### src/rtl/keypad_code_entry.sv
// Keypad digit accumulator: collects digit presses into a base-BASE value, supports
// backspace (by replaying the stored digits), clear, an error state and a valid/ready submit.
module keypad_code_entry #(
  parameter int DIGITS    = 6,
  parameter int BASE      = 10,
  parameter int KEY_W     = 8,
  parameter int OUT_W     = 32,
  parameter int MIN_KEY   = 1,
  parameter int MAX_KEY   = 6,
  parameter int BKSP_KEY  = 10,
  parameter int CLR_KEY   = 11,
  parameter int ENTER_KEY = 12,
  parameter int ERR_CODE  = 9999999,
  localparam int CNT_W    = $clog2(DIGITS + 1),
  localparam int IDX_W    = (DIGITS > 1) ? $clog2(DIGITS) : 1
) (
  input  logic             hwclk,
  input  logic             rst_n,
  input  logic             enable,
  input  logic             button_pressed,
  input  logic [KEY_W-1:0] key,
  output logic [OUT_W-1:0] typed,
  output logic [CNT_W-1:0] digit_count,
  output logic             full,
  output logic             busy,
  output logic             error,
  output logic             code_valid,
  input  logic             code_ready
);

  typedef enum logic [2:0] {
    S_OFF    = 3'd0,
    S_ENTRY  = 3'd1,
    S_RECALC = 3'd2,
    S_SUBMIT = 3'd3,
    S_ERROR  = 3'd4
  } state_e;

  state_e             state_q, state_d;
  logic [OUT_W-1:0]   typed_q, typed_d;
  logic [CNT_W-1:0]   count_q, count_d;
  logic [OUT_W-1:0]   acc_q, acc_d;
  logic [CNT_W-1:0]   idx_q, idx_d;
  logic [KEY_W-1:0]   buf_q [DIGITS];
  logic [KEY_W-1:0]   buf_d [DIGITS];
  logic               prev_q;

  logic press;
  logic is_digit;

  assign press    = button_pressed & ~prev_q;
  assign is_digit = (key >= KEY_W'(MIN_KEY)) && (key <= KEY_W'(MAX_KEY));

  always_ff @(posedge hwclk or negedge rst_n) begin
    if (!rst_n) begin
      state_q <= S_OFF;
      typed_q <= '0;
      count_q <= '0;
      acc_q   <= '0;
      idx_q   <= '0;
      prev_q  <= 1'b0;
      for (int i = 0; i < DIGITS; i++) buf_q[i] <= '0;
    end else begin
      state_q <= state_d;
      typed_q <= typed_d;
      count_q <= count_d;
      acc_q   <= acc_d;
      idx_q   <= idx_d;
      prev_q  <= button_pressed;
      for (int i = 0; i < DIGITS; i++) buf_q[i] <= buf_d[i];
    end
  end

  always_comb begin
    state_d = state_q;
    typed_d = typed_q;
    count_d = count_q;
    acc_d   = acc_q;
    idx_d   = idx_q;
    for (int i = 0; i < DIGITS; i++) buf_d[i] = buf_q[i];

    if (!enable) begin
      state_d = S_OFF;
      typed_d = '0;
      count_d = '0;
      acc_d   = '0;
      idx_d   = '0;
      for (int i = 0; i < DIGITS; i++) buf_d[i] = '0;
    end else begin
      case (state_q)
        S_OFF: state_d = S_ENTRY;

        S_ENTRY: begin
          if (press) begin
            if (is_digit) begin
              if (count_q < CNT_W'(DIGITS)) begin
                buf_d[count_q[IDX_W-1:0]] = key;
                count_d = count_q + CNT_W'(1);
                typed_d = typed_q * OUT_W'(BASE) + OUT_W'(key);
              end
            end else if (key == KEY_W'(BKSP_KEY)) begin
              if (count_q != '0) begin
                count_d = count_q - CNT_W'(1);
                acc_d   = '0;
                idx_d   = '0;
                state_d = S_RECALC;
              end
            end else if (key == KEY_W'(CLR_KEY)) begin
              typed_d = '0;
              count_d = '0;
            end else if (key == KEY_W'(ENTER_KEY)) begin
              if (count_q != '0) state_d = S_SUBMIT;
            end else begin
              state_d = S_ERROR;
              typed_d = OUT_W'(ERR_CODE);
            end
          end
        end

        // Rebuild the value from the surviving digits, one digit per cycle.
        S_RECALC: begin
          if (idx_q < count_q) begin
            acc_d = acc_q * OUT_W'(BASE) + OUT_W'(buf_q[idx_q[IDX_W-1:0]]);
            idx_d = idx_q + CNT_W'(1);
          end else begin
            typed_d = acc_q;
            state_d = S_ENTRY;
          end
        end

        S_SUBMIT: begin
          if (code_ready) begin
            typed_d = '0;
            count_d = '0;
            state_d = S_ENTRY;
          end
        end

        S_ERROR: begin
          if (press && (key == KEY_W'(CLR_KEY))) begin
            typed_d = '0;
            count_d = '0;
            state_d = S_ENTRY;
          end
        end

        default: state_d = S_OFF;
      endcase
    end
  end

  always_comb begin
    busy       = (state_q == S_RECALC);
    error      = (state_q == S_ERROR);
    code_valid = (state_q == S_SUBMIT);
    full       = (count_q == CNT_W'(DIGITS));
  end

  assign typed       = typed_q;
  assign digit_count = count_q;

endmodule

### config.mk
export PLATFORM = sky130hd
export DESIGN_NAME = keypad_code_entry
export DESIGN_NICKNAME = d
export VERILOG_FILES = /design/src/rtl/keypad_code_entry.sv
export SDC_FILE = /design/constraint.sdc
export NUM_CORES = 1
export LEC_CHECK = 0
export ABC_AREA = 1
export CORE_MARGIN = 2
export CORE_UTILIZATION = 35
export CTS_CLUSTER_DIAMETER = 60
export DETAILED_ROUTE_END_ITERATION = 16
export PLACE_DENSITY_LB_ADDON = 0.25
export SYNTH_ARGS = -nofsm -noshare
export SYNTH_HDL_FRONTEND = slang
export SYNTH_SLANG_ARGS = --single-unit
### constraint.sdc
create_clock -name hwclk -period 3.4 [get_ports hwclk]
set_input_delay 0.51 -clock hwclk [delete_from_list [all_inputs] [get_ports hwclk]]
set_output_delay 0.51 -clock hwclk [all_outputs]
set_load 0.01 [all_outputs]
==> flow_summary.yaml, run 1 <==
outcome:
  status: "complete, but fails checks"
  violations: "negative setup slack"
critical_path:
  required_ns: 3.77
  r2r_start: "typed[3]"
  worstSetupPathType: "register to register"
  setup.worst_path.start: "typed[3]"
  critPathLaunchType: "register"
  cp.arrival_ns: 3.79
  critPathMaxFanout: 4
  worstSetupEndpointType: "register"
floorplanning:
  fp.dieH_um: 193
  top_level_ports: 52
  die-area_mm2: 0.0373
  core_mm2: 0.0354
  initial_core_util: 0.354
  dieWidth_um: 193
  num_rows: 69
logic_synthesis:
  netlist_instances: 1932
  syn_area_per_cell_um2: 6.48
  yosysSeqAreaShare: 0.244
  syn_area_mm2: 0.0125
  synth_edf_count: 0
  synthesis.nets: 2080
  synthFlopType: "dfrtp_1"
  ys_ff_latch: 122
  synth_area_leaders: "dfrtp_1 24%, nand2_1 18%, ha_1 13%, inv_1 7.7%, o21ai_0 5.0%"
  async_flop_share: 1.00
  synth_top_area_share: 0.244
  yosys.area.top_type: "dfrtp_1"
  yosysWarnings: 0
  yosysUniqueCellTypes: 62
final_layout:
  utilization: 0.426
  layout-drive-gt1-share: 0.138
  stdcell_area_mm2: 0.0151
  diodes: 0
  final_cell_count_no_fill: 2540
  area.growth.synth_to_final_pct: 20.4
  fin_nets: 2214
timing:
  tightest_slew_ns: 0.621
  finalWorstSetupSlack_ns: -0.0171
  fin_crit_sh: 1.01
  setup_viol: 1
  hold_violations: 0
  relSlewSlack: 0.586
  finalCriticalPeriod_ns: 3.42
  final.setup_skew_ns: 0.0133
  grt_setup_unrepaired: "yes"
  drv_slew: 0
  finalSetupTns_ns: -0.0171
  fmaxAchievable_mhz: 293
place:
  port_buffers: 51
  dp_hpwl_um: 33200
  pre_cts_ws_ns: -0.121
  placed_cell_area_mm2: 0.0141
  place.gp.congestion: 0.975
  dp_cells: 2494
clock_tree:
  tritoncts: "yes"
  cts_root_buf: "clkbuf_16"
  clock_latency_ns: 0.44
  clockBufferDepth: 2
  clock_sinks: 122
  cts_buffers: 17
  cts_hold_buf: 0
  htreeDepth: 4
  clk_pin_slew_ns: 0.06
route:
  wire_per_inst_um: 16.1
  drc_errors: 0
  drt_wl_total_um: 41000
  drt_iter0_drc: 854
  vias: 13000
  drtAntennaViolNets: 0
  viasPerCell: 5.13
  drtPass1Iterations: 6
global_routing:
  overflow: 0
  antenna_found_initial: 0
  grt_max_degree: 51
  grt_pass1_wl_um: 65300
  grt_use_total: 0.222
  grt_pass1_vias: 12900
power:
  ir_worst_vdd_mv: 0.414
  p_leak_uw: 0.00777
  power.density_mw_per_mm2: 637
min_path:
  hp-class: "input pin to asynchronous set/reset pin"
run:
  max_cap_viol_count: 0
==> registers in the layout, summed over array words and instances (netlist names) <==
| name | count |
|---|---|
| acc_q | 32 |
| buf_q | 48 |
| digit_count | 3 |
| idx_q | 3 |
| prev_q | 1 |
| state_q | 3 |
| typed | 32 |
==> per-stage QoR <==
stage               hold slack (ns)  power, uW
finish                       0.0953       9610
global route                  0.141      10400
CTS                           0.102       9320
detailed placement            0.471       7230
global placement              0.465       7200
floorplan                     0.214       5340
==> metal layers <==
metal / vias up / global-route usage / part of all wire
li1: 6598 / - / -
met1: 6082 / 0.290 / 0.46
met2: 294 / 0.381 / 0.48
met3: 64 / 0.0291 / 0.041
met4: 0 / 0.0650 / 0.023
met5: - / 0 / 0
==> worst paths after layout <==
path / cells after the start / slack [ns] / endpoint
worst min-delay path: 1 / 0.1 / buf_q[23]
worst min register to register: 2 / 0.49 / buf_q[21]
worst max-delay path: 21 / -0.02 / typed[28]
max in group asynchronous: 2 / 2.57 / buf_q[7]
worst max register to register: 21 / -0.02 / typed[28]
min in group hwclk: 2 / 0.49 / buf_q[21]
==> cell usage in the layout, fill, tap and decap left out, drive strengths merged, types with 2 or more instances in the layout <==
master         instances
o41ai                  2
nor4                   4
o211ai                 6
a31o                   2
inv                  287
dfrtp                122
nand2                615
o21bai                 3
clkdlybuf4s50         50
o32ai                  3
o22ai                 14
clkinvlp               2
a21oi                110
a221oi                 2
fa                     4
o31ai                  6
or2                    6
ha                   131
xnor2                  7
o21a                   3
nor2                 188
clkinv                 6
bufinv                 2
clkbuf                17
buf                   95
xor2                  15
and2                   7
a21o                   2
nand4                 44
a31oi                  4
nand3                135
o21ai                142
nand3b                12
nor3                  24
==> area by class of cell <==
type                       count  area, um2
tap                          461        577
clock buffer                  17        425
clock inverter                15        179
sequential                   122       3050
timing repair buffer         145       1250
inverter                     282       1060
fill                        3771      20300
multi-input combinational   1498       8530
==> report_power, final <==
part	internal [uW]	switching, uW
Clock	1110	823
Combinational	2240	3570
Sequential	1620	247
==> critical path, cell delays in order (launching register included) <==
cell	delay, ns
dfrtp_1	0.41
buf_6	0.13
ha_4	0.26
ha_4	0.19
or2_1	0.24
and2_4	0.17
xor2_1	0.14
ha_1	0.33
nand2_2	0.08
o21a_1	0.20
nand2_2	0.08
nand2_2	0.05
inv_2	0.06
nand4_1	0.17
nor2_4	0.21
buf_4	0.13
nand4_1	0.10
o21bai_1	0.16
nand3_1	0.08
nand2_1	0.07
nand2_1	0.05
nand2_1	0.05
==> timing repair <==
| action | 4_1_cts | 5_1_grt |
|---|---|---|
| endpoints found under the setup margin | 13 | 35 |
| buffers inserted | 4 | 10 |
| gates resized for setup | 9 | 67 |
| pin swaps | 7 | 49 |
==> cells by family after synthesis <==
family / Yosys count / share of synthesized area
simple gates: 1035 / 0.369
buf+inv: 312 / 0.0967
compound gates: 306 / 0.135
fa+ha+maj: 135 / 0.137
flops: 122 / 0.244
xor+xnor: 22 / 0.0187
==> cells in the mapped netlist (18+ instances only) <==
| cell type | count |
|---|---|
| nand2_2 | 19 |
| dfrtp_1 | 122 |
| ha_1 | 131 |
| inv_2 | 22 |
| inv_1 | 256 |
| nor2_2 | 21 |
| nor3_1 | 18 |
| nand4_1 | 44 |
| nand3_1 | 124 |
| a21oi_1 | 109 |
| nand2_1 | 594 |
| o21ai_0 | 126 |
| nor2_1 | 153 |
No activity file was read; power rests on OpenSTA's default activity.
==> run 2: changes to the inputs <==
Settings changed: TNS_END_PERCENT set to 50.
==> flow_summary.yaml, run 2 (synthesized netlist as in run 1, its figures left out) <==
outcome:
  status: "finished, final reports clean"
timing:
  hold_violations: 0
  final.setup_skew_ns: 0.0137
  hold_slack_ns: 0.0870
  drv_slew: 0
  relSlewSlack: 0.585
  finalWorstSetupSlack_ns: 0.00224
  fin_crit_sh: 0.999
  grt_setup_unrepaired: "yes"
  tightest_slew_ns: 0.623
  finalSetupTns_ns: 0
  setup_viol: 0
  finalCriticalPeriod_ns: 3.40
  fmaxAchievable_mhz: 294
clock_tree:
  cts_root_buf: "clkbuf_16"
  clock_latency_ns: 0.44
  clockBufferDepth: 2
  clock_sinks: 122
  clk_pin_slew_ns: 0.07
  htreeDepth: 4
  tritoncts: "yes"
  cts_buffers: 17
  cts_hold_buf: 0
final_layout:
  final_cell_count_no_fill: 2538
  fin_nets: 2212
  fillers: 3776
  utilization: 0.425
  mostFrequentLayoutCells: "580 x nand2_1, 254 x inv_1, 148 x nor2_1, 123 x ha_1, 122 x dfrtp_1"
  final_common_cell: "nand2_1"
  largest_register: "buf_q"
  area.growth.synth_to_final_pct: 20.2
  largest_reg_flops: 48
  layout-drive-gt1-share: 0.136
  diodes: 0
critical_path:
  cp.arrival_ns: 3.77
  critPathLaunchType: "register"
  worstSetupEndpointType: "register"
  setup.worst_path.start: "typed[3]"
  worstSetupPathType: "register to register"
  critPathMaxFanout: 4
  required_ns: 3.77
  r2r_start: "typed[3]"
  rr_worst_depth: 21
place:
  dp_cells: 2494
  dp_hpwl_um: 33200
  pre_cts_ws_ns: -0.121
  port_buffers: 51
  place.gp.congestion: 0.975
power:
  p_seq_frac: 0.194
  combinationalPowerShare: 0.605
  switching_power_uw: 4640
  p_leak_uw: 0.00776
  swShare: 0.483
  power.share.clock: 0.201
  ir_worst_vdd_mv: 0.416
  power.density_mw_per_mm2: 638
  internal-power_uw: 4970
floorplanning:
  top_level_ports: 52
  core_mm2: 0.0354
  dieWidth_um: 193
  fp.dieH_um: 193
  die-area_mm2: 0.0373
  initial_core_util: 0.354
  num_rows: 69
route:
  vias: 13100
  drt_wl_total_um: 40800
  drtAntennaViolNets: 0
  viasPerCell: 5.15
  drtPass1Iterations: 6
  wire_per_inst_um: 16.1
  drt_iter0_drc: 884
  drc_errors: 0
run:
  max_cap_viol_count: 0
global_routing:
  grt_pass1_vias: 12900
  antenna_found_initial: 0
  grt_pass1_wl_um: 65300
  grt_max_degree: 51
  overflow: 0
  grt_use_total: 0.222
min_path:
  hp-class: "input pin to asynchronous set/reset pin"
==> run 2: cell count changes in the layout (fill, tap and decap cells not counted), sizes merged <==
cell,before,now
buf,95,93
==> run 2: power groups by stage <==
| stage | combinational, uW | clock [uW] | sequential [uW] |
|---|---|---|---|
| floorplan | 3460 | 0 | 1880 |
| global placement | 5320 | 0 | 1870 |
| detailed placement | 5350 | 0 | 1880 |
| CTS | 5500 | 1970 | 1850 |
| global route | 6480 | 2030 | 1890 |
| finish | 5810 | 1930 | 1870 |
==> run 2: cell type report <==
type,count,area [um2],share of cell area
Timing Repair Buffer,143,1230,0.0821
Inverter,282,1060,0.0707
Tap cell,461,577,0.0383
Clock buffer,17,425,0.0283
Clock inverter,15,179,0.0119
Multi-Input combinational cell,1498,8520,0.566
Sequential cell,122,3050,0.203
==> run 2: per-layer routing <==
metal  track usage  vias to the layer above  wire length (um)
met5             0                        -                 0
met4        0.0650                        0               973
met3        0.0291                       71              1690
met2         0.381                      298             19500
met1         0.290                     6134             18700
li1              -                     6576                 -
==> run 2: through the flow <==
stage	power [uW]	instance area (um2)
CTS	9320	14700
global route	10400	15000
detailed placement	7230	14100
finish	9610	15000
global placement	7200	14100
floorplan	5340	12500
==> run 2: critical path, cell delays in order, from the launching register on <==
cell and delay, ns:
dfrtp_1 0.41, buf_6 0.13, ha_4 0.26, ha_4 0.19
or2_1 0.24, and2_4 0.17, xor2_1 0.14, ha_1 0.33
nand2_2 0.08, o21a_1 0.20, nand2_2 0.08, nand2_2 0.05
inv_2 0.06, nand4_1 0.16, nor2_4 0.21, buf_4 0.13
nand4_1 0.10, o21bai_1 0.16, nand3_1 0.08, nand2_1 0.07
nand2_1 0.05, nand2_1 0.05
==> run 2: timing repair <==
item | 4_1_cts | 5_1_grt
resized for setup | 9 | 63
endpoints found under the setup margin | 13 | 35
pin swaps | 7 | 44
setup buffers | 4 | 8
==> run 2: final timing paths <==
| check | endpoint | slack (ns) |
|---|---|---|
| setup / recovery | typed[28] | 0.002 |
| hold / removal | buf_q[23] | 0.09 |
| setup reg to reg | typed[28] | 0.002 |
| hold reg to reg | buf_q[21] | 0.49 |
| max in group asynchronous | typed[5] | 2.57 |
| min in group hwclk | buf_q[21] | 0.49 |
==> run 3: changes to the inputs <==
Clock period 3.4 ns to 3.5 ns, I/O delays scaled along.
==> flow_summary.yaml, run 3 (synthesized netlist as in run 1, its figures left out) <==
outcome:
  status: "finished, final reports clean"
floorplanning:
  die-area_mm2: 0.0373
  num_rows: 69
  initial_core_util: 0.354
  top_level_ports: 52
  core_mm2: 0.0354
  fp.dieH_um: 193
  dieWidth_um: 193
timing:
  hold_slack_ns: 0.177
  fmaxAchievable_mhz: 301
  setup_viol: 0
  final.setup_skew_ns: 0.0136
  grt_setup_unrepaired: "yes"
  tightest_slew_ns: 0.847
  fin_crit_sh: 0.948
  drv_slew: 0
  finalCriticalPeriod_ns: 3.32
  hold_violations: 0
  relSlewSlack: 0.436
  finalSetupTns_ns: 0
place:
  dp_cells: 2470
  dp_hpwl_um: 33300
  place.gp.congestion: 0.954
  port_buffers: 51
critical_path:
  required_ns: 3.81
  r2r_start: "typed[3]"
  max_stage_delay_ns: 0.45
  setup.worst_path.start: "typed[3]"
  worstPathCellList: "ha_4 > ha_4 > or2_1 > and2_4 > xor2_1 > ha_1 > nand2_2 > nor3_2 > nand2_1 > nand2_2 > nand2_2 > inv_2 > nand4_1 > nor2_4 > nand2_1 > nor2_2 > nand3_1 > nand3_1 > nand2_1 > nand3_2 > nand2_1"
  timing.critical_path.mode_cell: "nand2_1"
  crit_slowest_cell: "dfrtp_2"
  worstSetupEndpointType: "register"
  cp.arrival_ns: 3.63
  worstSetupPathType: "register to register"
  critPathMaxFanout: 4
  critPathLaunchType: "register"
final_layout:
  fin_nets: 2187
  layout-drive-gt1-share: 0.120
  final_common_cell: "nand2_1"
  largest_register: "buf_q"
  area.growth.synth_to_final_pct: 17.9
  mostFrequentLayoutCells: "586 x nand2_1, 254 x inv_1, 150 x nor2_1, 124 x o21ai_0"
  final_cell_count_no_fill: 2513
  largest_reg_flops: 48
  utilization: 0.417
  diodes: 0
route:
  drtPass1Iterations: 7
  drc_errors: 0
  wire_per_inst_um: 16.3
  viasPerCell: 5.15
  drtAntennaViolNets: 0
  drt_wl_total_um: 40900
  vias: 13000
  drt_iter0_drc: 766
clock_tree:
  htreeDepth: 4
  clock_sinks: 122
  clockBufferDepth: 2
  cts_root_buf: "clkbuf_16"
  cts_hold_buf: 0
  clk_pin_slew_ns: 0.07
  tritoncts: "yes"
  cts_buffers: 17
  clock_latency_ns: 0.43
global_routing:
  overflow: 0
  antenna_found_initial: 0
  grt_max_degree: 60
  grt_use_total: 0.225
  grt_pass1_vias: 12800
  grt_pass1_wl_um: 65600
min_path:
  hp-class: "input pin to asynchronous set/reset pin"
power:
  power_uw: 9200
  ir_worst_vdd_mv: 0.365
  power.density_mw_per_mm2: 623
  p_leak_uw: 0.00752
run:
  max_cap_viol_count: 0
-- run 3: cell count changes in the layout (fill, tap and decap cells not counted), moves of 4 or more --
cell / previous run / this run
nand2_1: 580 / 586
o21ai_1: 24 / 16
buf_4: 88 / 66
nand3_2: 18 / 14
o21ai_0: 115 / 124
nand3_1: 115 / 119
-- run 3: final timing paths --
kind | endpoint | depth (start not counted) | slack [ns]
min | buf_q[23] | 1 | 0.18
min in group hwclk | buf_q[34] | 2 | 0.49
max | typed[24] | 21 | 0.18
min reg2reg | buf_q[34] | 2 | 0.49
max reg2reg | typed[24] | 21 | 0.18
max in group asynchronous | typed[3] | 2 | 2.49
-- run 3: routing by layer --
metal | routed length [um] | track usage | vias to the layer above
li1 | - | - | 6543
met1 | 19000 | 0.294 | 6048
met2 | 19300 | 0.387 | 295
met3 | 1630 | 0.0262 | 66
met4 | 1010 | 0.0720 | 0
met5 | 0 | 0 | -
-- run 3: repair_timing --
item | CTS | global route
setup endpoints to repair | 4 | 33
hold endpoints to repair | 0 | 0
resized for setup | 1 | 44
cloned | 0 | 0
pin swaps | 0 | 21
buffers inserted | 0 | 11
-- run 3: through the flow --
stage                     setup slack (ns)  cell area, um2
after CTS                           0.0103           14500
final                                0.182           14800
after global placement              0.0549           13900
after detailed placement           -0.0289           13900
after floorplan                      0.129           12500
after global routing               -0.0680           14800
-- run 3: area by class of cell --
class,count,area (um2)
Sequential cell,122,3060
Multi-Input combinational cell,1498,8460
Clock buffer,17,425
Inverter,282,1060
Fill cell,3763,20600
Clock inverter,15,149
Tap cell,461,577
Timing Repair Buffer,118,1040
-- run 3: critical path, delay by kind of cell, from the launching register on --
family	cells	cell delay, ns
XOR/XNOR	1	0.14
adder cells (fa/ha/maj)	3	0.81
buffers and inverters	1	0.07
flip-flops	1	0.45
AND/OR/NAND/NOR	16	1.74
-- run 3: power by group --
part | switching [uW] | total, uW | internal [uW]
clock | 822 | 1770 | 949
sequential | 242 | 1820 | 1570
combinational | 3440 | 5610 | 2170
